File: src/rtl/multichannel_level_meter.sv
// multichannel_level_meter
//   Multi-channel audio level detector. Accepts a time-multiplexed stream of
//   signed PCM samples tagged with a channel index. For each channel it keeps
//   the section peak magnitude, a decaying bar and a held peak marker. It
//   publishes one packed LED array for all channels through a valid/ready
//   handshake.
//
// Ports
//   clk        : single clock, rising edge
//   reset      : asynchronous, active-high
//   i_valid    : sample valid
//   i_ready    : sample accepted on i_valid && i_ready (low during UPDATE)
//   i_channel  : channel index of the sample; indices >= channels are dropped
//   i_value    : signed two's-complement sample
//   o_valid    : o_array holds a snapshot
//   o_ready    : downstream accepts the snapshot on o_valid && o_ready
//   o_array    : channel c LEDs at [c*indicator_width +: indicator_width]
module multichannel_level_meter #(
   parameter int channels             = 2,
   parameter int sample_width         = 16,
   parameter int indicator_width      = 32,
   parameter int section_sample_count = 31,
   parameter int hold_sections        = 32,
   localparam int CW = (channels > 1) ? $clog2(channels) : 1
) (
   input  logic                                clk,
   input  logic                                reset,
   input  logic                                i_valid,
   output logic                                i_ready,
   input  logic [CW-1:0]                       i_channel,
   input  logic signed [sample_width-1:0]      i_value,
   output logic                                o_valid,
   input  logic                                o_ready,
   output logic [channels*indicator_width-1:0] o_array
);

   localparam int MW  = sample_width - 1;
   localparam int PW  = MW + $clog2(indicator_width) + 1;
   localparam int LW  = $clog2(indicator_width + 1);
   localparam int HW  = (hold_sections > 0) ? $clog2(hold_sections + 1) : 1;
   localparam int SCW = (section_sample_count > 1) ? $clog2(section_sample_count) : 1;
   localparam int OW  = channels * indicator_width;
   localparam logic [CW:0] CH_LIM = (CW + 1)'(channels);

   typedef enum logic {ACCUM, UPDATE} state_t;

   // |v|; the most negative code has no positive twin and saturates.
   function automatic logic [MW-1:0] magnitude(input logic signed [sample_width-1:0] v);
      logic [sample_width-1:0] neg;
      neg = ~v + 1'b1;
      if (!v[sample_width-1])     magnitude = v[MW-1:0];
      else if (neg[sample_width-1]) magnitude = '1;
      else                        magnitude = neg[MW-1:0];
   endfunction

   // Scale a section maximum to an LED count, clamped to the bar length.
   function automatic logic [LW-1:0] level_of(input logic [MW-1:0] m);
      logic [PW-1:0] prod;
      logic [PW-1:0] sh;
      prod = PW'(m) * PW'(indicator_width);
      sh   = prod >> MW;
      if (sh > PW'(indicator_width)) level_of = LW'(indicator_width);
      else                           level_of = LW'(sh);
   endfunction

   state_t          state_q, state_d;
   logic [MW-1:0]   sec_max_q [channels];
   logic [MW-1:0]   sec_max_d [channels];
   logic [SCW-1:0]  sec_cnt_q [channels];
   logic [SCW-1:0]  sec_cnt_d [channels];
   logic [LW-1:0]   bar_q     [channels];
   logic [LW-1:0]   bar_d     [channels];
   logic [LW-1:0]   peak_q    [channels];
   logic [LW-1:0]   peak_d    [channels];
   logic [HW-1:0]   hold_q    [channels];
   logic [HW-1:0]   hold_d    [channels];
   logic [CW-1:0]   lat_ch_q, lat_ch_d;
   logic [MW-1:0]   lat_max_q, lat_max_d;
   logic            pending_q, pending_d;
   logic            o_valid_q, o_valid_d;
   logic [OW-1:0]   o_array_q, o_array_d;

   logic [MW-1:0]   mag_in;
   logic [MW-1:0]   cur_max;
   logic [LW-1:0]   lvl;
   logic [LW-1:0]   bar_new;
   logic            acc;
   logic            upd;
   logic            load;
   logic [OW-1:0]   snap;

   assign i_ready = (state_q == ACCUM);
   assign mag_in  = magnitude(i_value);
   assign acc     = i_valid && (state_q == ACCUM) && ({1'b0, i_channel} < CH_LIM);

   always_comb begin
      state_d   = state_q;
      sec_max_d = sec_max_q;
      sec_cnt_d = sec_cnt_q;
      bar_d     = bar_q;
      peak_d    = peak_q;
      hold_d    = hold_q;
      lat_ch_d  = lat_ch_q;
      lat_max_d = lat_max_q;
      cur_max   = '0;
      lvl       = '0;
      bar_new   = '0;
      upd       = 1'b0;
      case (state_q)
         ACCUM: begin
            if (acc) begin
               cur_max = (mag_in > sec_max_q[i_channel]) ? mag_in : sec_max_q[i_channel];
               sec_max_d[i_channel] = cur_max;
               if (sec_cnt_q[i_channel] == SCW'(section_sample_count - 1)) begin
                  // Section complete: hand the final max to the one-cycle update.
                  sec_cnt_d[i_channel] = '0;
                  lat_ch_d  = i_channel;
                  lat_max_d = cur_max;
                  state_d   = UPDATE;
               end else begin
                  sec_cnt_d[i_channel] = sec_cnt_q[i_channel] + 1'b1;
               end
            end
         end
         UPDATE: begin
            lvl     = level_of(lat_max_q);
            bar_new = (lvl >= bar_q[lat_ch_q]) ? lvl : bar_q[lat_ch_q] - 1'b1;
            bar_d[lat_ch_q] = bar_new;
            if (lvl >= peak_q[lat_ch_q]) begin
               peak_d[lat_ch_q] = lvl;
               hold_d[lat_ch_q] = HW'(hold_sections);
            end else if (hold_q[lat_ch_q] != '0) begin
               hold_d[lat_ch_q] = hold_q[lat_ch_q] - 1'b1;
            end else begin
               // Falling marker never drops below the bar it sits on.
               peak_d[lat_ch_q] = (bar_new > peak_q[lat_ch_q] - 1'b1) ?
                                  bar_new : peak_q[lat_ch_q] - 1'b1;
            end
            sec_max_d[lat_ch_q] = '0;
            upd     = 1'b1;
            state_d = ACCUM;
         end
      endcase
   end

   // LED image: bar filled from bit 0, plus a single marker bit for the peak.
   always_comb begin
      snap = '0;
      for (int c = 0; c < channels; c++) begin
         for (int k = 0; k < indicator_width; k++) begin
            if ((LW'(k) < bar_q[c]) || ((peak_q[c] != '0) && (LW'(k + 1) == peak_q[c])))
               snap[c*indicator_width + k] = 1'b1;
         end
      end
   end

   // An update landing in the load cycle re-arms pending so it is not lost.
   always_comb begin
      load      = pending_q && (!o_valid_q || o_ready);
      pending_d = load ? upd : (pending_q || upd);
      o_valid_d = load ? 1'b1 : (o_ready ? 1'b0 : o_valid_q);
      o_array_d = load ? snap : o_array_q;
   end

   always_ff @(posedge clk or posedge reset) begin
      if (reset) begin
         state_q   <= ACCUM;
         lat_ch_q  <= '0;
         lat_max_q <= '0;
         pending_q <= 1'b0;
         o_valid_q <= 1'b0;
         o_array_q <= '0;
         for (int c = 0; c < channels; c++) begin
            sec_max_q[c] <= '0;
            sec_cnt_q[c] <= '0;
            bar_q[c]     <= '0;
            peak_q[c]    <= '0;
            hold_q[c]    <= '0;
         end
      end else begin
         state_q   <= state_d;
         lat_ch_q  <= lat_ch_d;
         lat_max_q <= lat_max_d;
         pending_q <= pending_d;
         o_valid_q <= o_valid_d;
         o_array_q <= o_array_d;
         sec_max_q <= sec_max_d;
         sec_cnt_q <= sec_cnt_d;
         bar_q     <= bar_d;
         peak_q    <= peak_d;
         hold_q    <= hold_d;
      end
   end

   assign o_valid = o_valid_q;
   assign o_array = o_array_q;

endmodule

File: config.mk
export PLATFORM = sky130hd
export DESIGN_NAME = multichannel_level_meter
export DESIGN_NICKNAME = d
export VERILOG_FILES = /design/src/rtl/multichannel_level_meter.sv
export SDC_FILE = /design/constraint.sdc
export NUM_CORES = 1
export LEC_CHECK = 0
export CAP_MARGIN = 30
export CORE_ASPECT_RATIO = 1.75
export CORE_MARGIN = 2
export CORE_UTILIZATION = 50
export CTS_CLUSTER_DIAMETER = 100
export CTS_CLUSTER_SIZE = 10
export DETAILED_ROUTE_END_ITERATION = 16
export PLACE_DENSITY = 0.73
export SLEW_MARGIN = 20
export SYNTH_ARGS = -nofsm -noshare
export SYNTH_HDL_FRONTEND = slang
export SYNTH_SLANG_ARGS = --single-unit
File: constraint.sdc
create_clock -name clk -period 5.15 [get_ports clk]
set_input_delay 1.03 -clock clk [delete_from_list [all_inputs] [get_ports clk]]
set_output_delay 1.03 -clock clk [all_outputs]
set_load 0.05 [all_outputs]
==> results of run 1 <==
worst max-delay path, cell delays in order:
cell and delay [ps]:
clkdlybuf4s50_1 440, inv_1 70, ha_1 150, or3b_1 360, or3_4 350, or3_4 360
or3_1 330, o21a_1 180, o22ai_2 150, inv_1 60, ha_1 300, nand3_1 100
nor3_2 220, nand2_1 120, nor2_1 150, inv_1 70, buf_4 140, o211ai_1 90
buf_4 170, buf_6 170, nand3_1 90, o21ai_0 90
area by class of cell:
cell class,instances,area share [%]
clock inverter,14,1.857
sequential,149,34.59
timing repair buffer,148,12.53
tap,231,2.681
clock buffer,18,3.981
inverter,36,1.300
multi-input combinational,754,43.06
cells in the final DEF (no fill, tap or decap), drive strengths merged, types with 40 or more instances in the layout:
cell and count:
o21ai 119, dfrtp 149, mux2i 44, buf 62, a21oi 41, nor2 73, clkdlybuf4s50 86, nand3 54
nand2 121, inv 40
per-stage QoR:
step | utilization (%) | hold WS (ps) | power, mW | area (sq um)
floorplan | - | 437.0 | 2.417 | 8752
global placement | 58.31 | 454.2 | 2.777 | 10090
detailed placement | 58.31 | 461.6 | 2.818 | 10090
CTS | 61.95 | 477.0 | 4.153 | 10720
global route | 62.33 | 488.4 | 4.377 | 10780
finish | 62.33 | 474.0 | 4.159 | 10780
sequential cells by signal, summed over array words and instances (netlist names), 5 cells and up:
| name | flops |
|---|---|
| o_array | 64 |
| sec_max_q | 30 |
| bar_q | 12 |
| hold_q | 12 |
| peak_q | 12 |
| sec_cnt_q | 10 |
| lat_max_q | 5 |
kinds of logic (layout without fill, tap and decap cells):
kind of cell,count (synthesis),after routing,synth area share (%)
mux,54,54,6.490
fa+ha+maj,36,36,5.147
flops,149,149,42.60
compound gates,308,308,22.00
simple gates,347,347,18.37
buf+inv,99,216,4.489
xor+xnor,9,9,0.9006
final timing paths:
kind	slack, ps	to
worst max-delay path	310	sec_max_q[4]
worst min-delay path	470	o_array[60]
worst max register to register	580	peak_q[2]
worst min register to register	470	o_array[60]
max in group asynchronous	3220	o_array[56]
min in group asynchronous	940	o_array[49]
routing by layer:
layer / up-vias / track usage, % / wire [microns]
li1: 3867 / - / -
met5: - / 0 / 0
met4: 0 / 16.95 / 1253
met1: 3823 / 26.66 / 8479
met3: 94 / 3.999 / 1035
met2: 323 / 48.74 / 12690
power groups by stage:
stage                     clock network, mW  registers (mW)  logic, mW
after floorplan                           0            1.61      0.810
after global placement                    0            1.51       1.27
after detailed placement                  0            1.52       1.30
after CTS                              1.35            1.50       1.31
after global routing                   1.39            1.52       1.47
final                                  1.33            1.50       1.33
timing repair:
action | CTS | global route
resized for setup | 0 | 5
setup endpoints to repair | 0 | 34
buffers inserted | 0 | 2
==> metrics, run 1 <==
worst r2r path cells 16; placed cells 1314; Worst Setup Path Type in -> reg; Core Footprint 0.01730 sq mm; Setup Total Neg Slack 0 ps; Worst setup EP type flop; internal power 2.736 mW; min cycle time layout 4836 ps; via count 8107; H-tree depth 4; max_cap viols 0; Storage cell area 0.003729 sq mm; Yosys Warn Count 0; CP Max Fanout 18; first-pass GRT wire length 38840 microns; Die Wd 104.0 microns; Overflow after GRT 0; Worst-Margin Slew 910.7 ps; Sequential Power Share 36.0%; post-synth top area cell dfrtp_1; HP Start o_array[60]; dpl hpwl 17120 microns; Final WS setup 314.0 ps; CTS Hold Bufs 0; Detailed Route Iter0 Violations 453; CP startpoint i_value[1]; Initial Util 50.60%; Cells after Synth 1002; RSZ-0062 raised after global routing false; total I/O pin count 87; multi-input logic area 0.004642 sq mm; fmax 206.8 MHz; n_diodes 0; Clock power frac 32.1%; most frequent cells after synthesis 149 x dfrtp_1, 121 x nand2_1, 111 x o21ai_0, 73 x nor2_1, 55 x clkbuf_1; PortBufs 86; synth-to-layout area growth 23.17%; total CTS buffers 17; maximum clock path buffer count 2; Seq/Total Area, Yosys 42.60%; PD cells 385.8 mW/mm^2; residual DRC count 0; outcome finished clean; DRT Wirelength 23460 microns; routed vias/inst 6.005; Max Transition Viols Final 0; Avg Cell Area, Syn 8.735 sq um; top cell type's share of synthesized area 42.60%; Antenna Violating Nets Remaining 0; largest net degree at the start of global routing 106; Setup Viol. Count Final 0; Worst IR Drop VDD 0.1667 mV; num rows 64; CP Launch Type input pin; syn_nets 1059; Critical Path RT 5500 ps; fraction of registers with async set/reset 100.0%; top-count cell post-synth dfrtp_1; endpoints failing hold 0; Yosys cell types 60; DR WL/cell 17.37 microns; CTS tree done; EDFF count, synth 0; Final period util 93.90%; Nets 1163; hold path cells 2; TritonRoute pass-1 iters 5; Synth Cell Area 0.008752 sq mm; register bit total from synthesis 149; Skew-Pair Late Insertion Delay 440 ps; GRT Total Usage 25.97%; vias in the first global route 8032; Sink Count 149; arrival time worst endpoint 5180 ps; Hold Path Class reg -> reg; Layout Cells excl Fill 1350; R2R Path Start lat_ch_q; root buffer cell clkbuf_16; Place WS -214.7 ps; Slew HR 38.43%; NetSw 1.423 mW; switching share of power 34.21%; Lkg Pwr 4.718 nW; FILL cells 1549; synth top area cells dfrtp_1 43%, o21ai_0 6.3%, nand2_1 5.2%, ha_1 5.1%, mux2i_1 4.8%; initial antenna violation count 0; gpl congestion 1.026; Die H 179.0 microns; Comb pwr share 31.9%; prevailing post-synth register cell dfrtp_1; clk_skew 13.05 ps; area of the die 0.01862 sq mm; clk slew on worst S/H paths 60 ps; ratio of cells with drive above 1 in the final layout 10.81%
(Power assumes the default switching activity.)
==> inputs of run 2 (changes only) <==
--- a/config.mk
+++ b/config.mk
@@ -12,6 +12,7 @@
 export CTS_CLUSTER_DIAMETER = 100
 export CTS_CLUSTER_SIZE = 10
 export DETAILED_ROUTE_END_ITERATION = 16
+export GPL_TIMING_DRIVEN = 0
 export PLACE_DENSITY = 0.73
 export SLEW_MARGIN = 20
 export SYNTH_ARGS = -nofsm -noshare
==> run 2 against run 1 <==
Net effect:
- sequential power hardly changed
- largest cell class unchanged
- worst hold slack worse by 5.7 ps
- combinational power is 3% higher
- core utilization hardly changed
- die area stayed put
- via count is 0.96% higher
- sequential cell count stayed put
- clock power is 5% higher
- clock skew is 0.85 ps lower
==> metrics, run 2 (synthesis results as in run 1) <==
outcome finished clean (unchanged); Nets 1174 (was 1163); PortBufs 85 (was 86); Lkg Pwr 4.656 nW (was 4.718 nW); Worst-Margin Slew 949.2 ps (was 910.7 ps); clk_skew 12.20 ps (was 13.05 ps); CP Max Fanout 10 (was 18); num rows 64 (unchanged); largest net degree at the start of global routing 104 (was 106); Slew HR 35.83% (was 38.43%); initial antenna violation count 0 (unchanged); Antenna Violating Nets Remaining 0 (unchanged); Setup Total Neg Slack 0 ps (unchanged); area of the die 0.01862 sq mm (unchanged); total CTS buffers 17 (unchanged); DR WL/cell 18.07 microns (was 17.37 microns); hold path cells 1 (was 2); PD cells 394.8 mW/mm^2 (was 385.8 mW/mm^2); worst r2r path cells 18 (was 16); CP Launch Type input pin (unchanged); dpl hpwl 18820 microns (was 17120 microns); Hold Path Class reg -> reg (unchanged); Post-Place Cell Area 0.009927 sq mm (was 0.01009 sq mm); Skew-Pair Late Insertion Delay 440 ps (about the same); routed vias/inst 6.014 (was 6.005); endpoints failing hold 0 (unchanged); Max stage delay on crit path 480 ps (was 440 ps); residual DRC count 0 (unchanged); RSZ-0062 raised after global routing false (unchanged); via count 8185 (was 8107); gpl congestion 0.9807 (was 1.026); Slowest-stage cell, CP clkdlybuf4s50_1 (unchanged); vias in the first global route 8419 (was 8032); Detailed Route Iter0 Violations 397 (was 453); CTS tree done (unchanged); Critical Path RT 5450 ps (was 5500 ps); min cycle time layout 4894 ps (was 4836 ps); Finished Cell Area 0.01079 sq mm (was 0.01078 sq mm); H-tree depth 4 (unchanged); fmax 204.3 MHz (was 206.8 MHz); Die Wd 104.0 microns (unchanged); number of flip-flops in the largest register 64 (unchanged); ratio of cells with drive above 1 in the final layout 8.142% (was 10.81%); Worst IR Drop VDD 0.1856 mV (was 0.1667 mV); Initial Util 50.60% (unchanged); worst-path cell chain clkdlybuf4s50_1 > or3b_4 > or3_4 > or3_4 > or3_1 > o21a_1 > o22ai_4 > inv_1 > ha_1 > nand3_1 > nor3_4 > nand2_2 > nor2b_4 > o211ai_1 > buf_4 > clkbuf_8 > nand3_1 > o21ai_0 (was clkdlybuf4s50_1 > inv_1 > ha_1 > or3b_1 > or3_4 > or3_4 > or3_1 > o21a_1 > o22ai_2 > inv_1 > ha_1 > nand3_1 > nor3_2 > nand2_1 > nor2_1 > inv_1 > buf_4 > o211ai_1 > buf_4 > buf_6 > nand3_1 > o21ai_0); synth-to-layout area growth 23.23% (was 23.17%); most common cell after layout, fill and taps aside dfrtp_1 (unchanged); Worst Setup Path Type in -> reg (unchanged); arrival time worst endpoint 5200 ps (was 5180 ps); Setup Viol. Count Final 0 (unchanged); n_diodes 0 (unchanged); Die H 179.0 microns (unchanged); root buffer cell clkbuf_16 (unchanged); Sink Count 149 (unchanged); Core Footprint 0.01730 sq mm (unchanged); FILL cells 1553 (was 1549); Worst setup EP type flop (unchanged); most frequent cells in the layout 149 x dfrtp_1, 120 x nand2_1, 111 x o21ai_0 (was 149 x dfrtp_1, 121 x nand2_1, 111 x o21ai_0); first-pass GRT wire length 40710 microns (was 38840 microns); max_cap viols 0 (unchanged); GRT Total Usage 27.57% (was 25.97%); Layout Cells excl Fill 1361 (was 1350); placed cells 1319 (was 1314); Overflow after GRT 0 (unchanged); clk slew on worst S/H paths 60 ps (about the same); DRT Wirelength 24600 microns (was 23460 microns); Final period util 95.04% (was 93.90%); Worst R2R Setup Slack 600 ps (was 580 ps); total I/O pin count 87 (unchanged); maximum clock path buffer count 2 (unchanged); Max Transition Viols Final 0 (unchanged); TritonRoute pass-1 iters 8 (was 5)
==> run 2: changes by cell type in the layout (fill, tap and decap cells not counted), moves of 3 or more <==
cell             delta
clkbuf_4            +3
buf_4              -47
clkdlybuf4s50_1     -3
buf_1               +3
clkbuf_1           +48
clkbuf_8            +4
==> run 2: path summary, 6_finish.rpt <==
| check | start | end |
|---|---|---|
| worst max-delay path | i_value[2] | sec_max_q[16] |
| worst min-delay path | hold_q[2] | hold_q[2] |
| worst max register to register | lat_ch_q | peak_q[5] |
| worst min register to register | hold_q[2] | hold_q[2] |
| max in group asynchronous | reset | o_array[11] |
| min in group asynchronous | reset | peak_q[9] |
==> run 2: final cells by class <==
class	instances	area, sq um	area share (%)
repair buffers	98	970.9	9.002
plain buffers	61	287.8	2.668
multi-input cells	754	4703	43.61
clock inverters	13	220.2	2.042
inverters	36	142.6	1.323
flip-flops and latches	149	3729	34.57
well taps	231	289.0	2.680
clock buffers	19	442.9	4.107
==> run 2: worst max-delay path, delay by kind of cell <==
| family | cells | cell delay [ps] |
|---|---|---|
| buffers and inverters | 4 | 910 |
| adder cells (fa/ha/maj) | 1 | 300 |
| AO/OA/AOI/OAI | 4 | 620 |
| AND/OR/NAND/NOR | 9 | 2310 |
==> run 2: report_power, final <==
| part | total, mW | internal [mW] | switching [mW] |
|---|---|---|---|
| registers | 1.48 | 1.37 | 0.118 |
| logic | 1.37 | 0.558 | 0.816 |
| clock network | 1.40 | 0.881 | 0.520 |
==> run 2: metrics by stage <==
stage	utilization [%]	power, mW	hold slack, ps	setup WS [ps]
after detailed placement	57.39	2.782	462.3	-802.1
after CTS	61.73	4.218	474.9	9.840
final	62.36	4.258	468.2	255.6
after floorplan	-	2.417	437.0	112.0
after global routing	62.36	4.488	492.9	15.96
after global placement	57.19	2.747	455.5	-1781
==> run 2: layer usage <==
metal | global-route usage (%) | up-vias | wire length (microns)
met5 | 0 | - | 0
met4 | 18.19 | 0 | 1470
met3 | 3.526 | 103 | 994
met2 | 53.70 | 306 | 13470
met1 | 26.99 | 3885 | 8668
li1 | - | 3891 | -
==> run 2: repair_timing <==
action | in CTS | in global routing
endpoints found under the hold margin | 0 | 0
hold buffers | 0 | 0
gates resized for setup | 19 | 14
setup buffers | 3 | 7
pin swaps | 3 | 4
cloned | 1 | 0
endpoints found under the setup margin | 40 | 36
==> inputs of run 3 (changes only) <==
--- a/config.mk
+++ b/config.mk
@@ -13,7 +13,8 @@
 export CTS_CLUSTER_SIZE = 10
 export DETAILED_ROUTE_END_ITERATION = 16
 export GPL_TIMING_DRIVEN = 0
-export PLACE_DENSITY = 0.73
+export PLACE_DENSITY = 0.74
+export SKIP_CTS_REPAIR_TIMING = 1
 export SLEW_MARGIN = 20
 export SYNTH_ARGS = -nofsm -noshare
 export SYNTH_HDL_FRONTEND = slang
==> run 3 against run 2 <==
Net effect:
- final cell count fell by 0.37%
- combinational power about the same
- die area is the same
- sequential share of layout area increased by 0.37 points
- sequential power is essentially flat
- largest cell class unchanged
- setup slack got worse by 8.0 ps
- clock power decreased by 12%
- critical endpoint is now lat_max_q[13]
- core utilization decreased by 0.67 points
==> metrics, run 3 (synthesis results as in run 1) <==
outcome finished clean (unchanged); Worst IR Drop VDD 0.1735 mV (was 0.1856 mV); endpoints failing hold 0 (unchanged); maximum clock path buffer count 2 (unchanged); Max stage delay on crit path 520 ps (was 480 ps); Worst setup EP type flop (unchanged); Initial Util 50.60% (unchanged); worst-path cell chain clkdlybuf4s50_1 > or3b_4 > or3_4 > or3_4 > or3_1 > o21a_1 > o22ai_4 > inv_1 > ha_1 > a21o_1 > a21o_1 > a21oi_2 > o21ai_4 > o21ai_2 > mux2_2 > o21ai_0 (was clkdlybuf4s50_1 > or3b_4 > or3_4 > or3_4 > or3_1 > o21a_1 > o22ai_4 > inv_1 > ha_1 > nand3_1 > nor3_4 > nand2_2 > nor2b_4 > o211ai_1 > buf_4 > clkbuf_8 > nand3_1 > o21ai_0); PortBufs 85 (unchanged); n_diodes 0 (unchanged); root buffer cell clkbuf_16 (unchanged); ratio of cells with drive above 1 in the final layout 8.000% (was 8.142%); vias in the first global route 8188 (was 8419); DR WL/cell 18.19 microns (was 18.07 microns); clk_skew 14.52 ps (was 12.20 ps); min cycle time layout 4902 ps (was 4894 ps); DRT Wirelength 24660 microns (was 24600 microns); Die Wd 104.0 microns (unchanged); via count 8112 (was 8185); max_cap viols 0 (unchanged); hold slack 470.1 ps (was 468.2 ps); Buffers & Inverters on Critical Path 2 (was 4); CTS tree done (unchanged); CP Max Fanout 7 (was 10); total I/O pin count 87 (unchanged); Final period util 95.19% (was 95.04%); Hold Path Class reg -> reg (unchanged); met3 WL 904 microns (was 994 microns); Lkg Pwr 4.577 nW (was 4.656 nW); CP Launch Type input pin (unchanged); Max Transition Viols Final 0 (unchanged); Nets 1169 (was 1174); first-pass GRT wire length 40300 microns (was 40710 microns); most frequent cells in the layout 149 x dfrtp_1, 120 x nand2_1, 109 x o21ai_0 (was 149 x dfrtp_1, 120 x nand2_1, 111 x o21ai_0); Sink Count 149 (unchanged); number of flip-flops in the largest register 64 (unchanged); FILL cells 1535 (was 1553); CP top delay family simple AND/OR/NAND/NOR gates (unchanged); routed vias/inst 5.982 (was 6.014); total CTS buffers 17 (unchanged); multi-input logic area 0.004726 sq mm (was 0.004703 sq mm); M1 WL 8750 microns (was 8668 microns); total power 4.073 mW (was 4.258 mW); WL met2 13470 microns (about the same); Worst Setup Path Type in -> reg (unchanged); most common cell after layout, fill and taps aside dfrtp_1 (unchanged); Top Layer Used met4 (unchanged); Overflow after GRT 0 (unchanged); num rows 64 (unchanged); Core Footprint 0.01730 sq mm (unchanged); Skew-Pair Late Insertion Delay 450 ps (was 440 ps); residual DRC count 0 (unchanged); area of the die 0.01862 sq mm (unchanged); Worst-Margin Slew 924.7 ps (was 949.2 ps); Critical Path RT 5510 ps (was 5450 ps); Finished Cell Area 0.01067 sq mm (was 0.01079 sq mm); arrival time worst endpoint 5260 ps (was 5200 ps); PD cells 381.7 mW/mm^2 (was 394.8 mW/mm^2); Setup Viol. Count Final 0 (unchanged); TritonRoute pass-1 iters 6 (was 8); largest net degree at the start of global routing 102 (was 104); gpl congestion 0.9677 (was 0.9807); fmax 204.0 MHz (was 204.3 MHz); H-tree depth 4 (unchanged); synth-to-layout area growth 21.92% (was 23.23%); GRT Total Usage 27.62% (was 27.57%); Slew HR 37.48% (was 35.83%); Slowest-stage cell, CP clkdlybuf4s50_1 (unchanged); Detailed Route Iter0 Violations 481 (was 397); Post-Place Cell Area 0.009927 sq mm (unchanged); dpl hpwl 18770 microns (was 18820 microns); clk slew on worst S/H paths 60 ps (about the same); Antenna Violating Nets Remaining 0 (unchanged); initial antenna violation count 0 (unchanged); Die H 179.0 microns (unchanged); Storage cell area 0.003729 sq mm (unchanged)
-- run 3: cell type report --
cell class                      count  area share, %
Multi-Input combinational cell    754          44.29
Sequential cell                   149          34.94
Timing Repair Buffer               92          8.713
Clock buffer                       18          4.116
Tap cell                          231          2.709
Buffer                             62          2.591
Inverter                           36          1.337
Clock inverter                     14          1.302
-- run 3: final timing paths --
| path | start | end | slack [ps] | cells after the start |
|---|---|---|---|---|
| setup / recovery | i_value[2] | lat_max_q[13] | 250 | 16 |
| hold / removal | hold_q[2] | hold_q[2] | 470 | 1 |
| max in group asynchronous | reset | o_array[22] | 3370 | 3 |
| hold reg to reg | hold_q[2] | hold_q[2] | 470 | 1 |
| setup reg to reg | lat_ch_q | peak_q[11] | 420 | 19 |
| min in group asynchronous | reset | o_valid | 980 | 2 |
-- run 3: routing by layer --
metal,global-route usage (%),up-vias
met2,52.38,283
li1,-,3868
met1,27.28,3858
met5,0,-
met4,18.69,0
met3,4.726,103
-- run 3: power by group --
part	internal, mW	switching [mW]
registers	1.36	0.117
clock network	0.688	0.544
logic	0.544	0.815
-- run 3: per-stage QoR --
step | TNS, ps | util [%] | std cells | setup slack, ps
6_report | 0 | 61.69 | 1356 | 247.6
3_3_place_gp | -287340 | 57.19 | 1318 | -1782
5_1_grt | -128.6 | 61.69 | 1356 | -24.82
3_5_place_dp | -25040 | 57.39 | 1319 | -779.6
4_1_cts | -10720 | 60.73 | 1351 | -374.6
2_1_floorplan | 0 | - | 1002 | 112.0
-- run 3: worst register-to-register path, stage by stage, from the launching register on --
cell and delay [ps]:
dfrtp_1 360, buf_6 150, clkbuf_4 340, buf_2 340, mux2i_1 290, ha_1 270
a21oi_1 190, o22a_1 190, buf_6 140, mux2i_1 340, inv_1 140, ha_1 340
and3_1 200, and3_1 200, a31oi_1 150, nor2_1 70, mux2i_2 220, nand2_1 190
mux2i_1 220, a32o_1 310
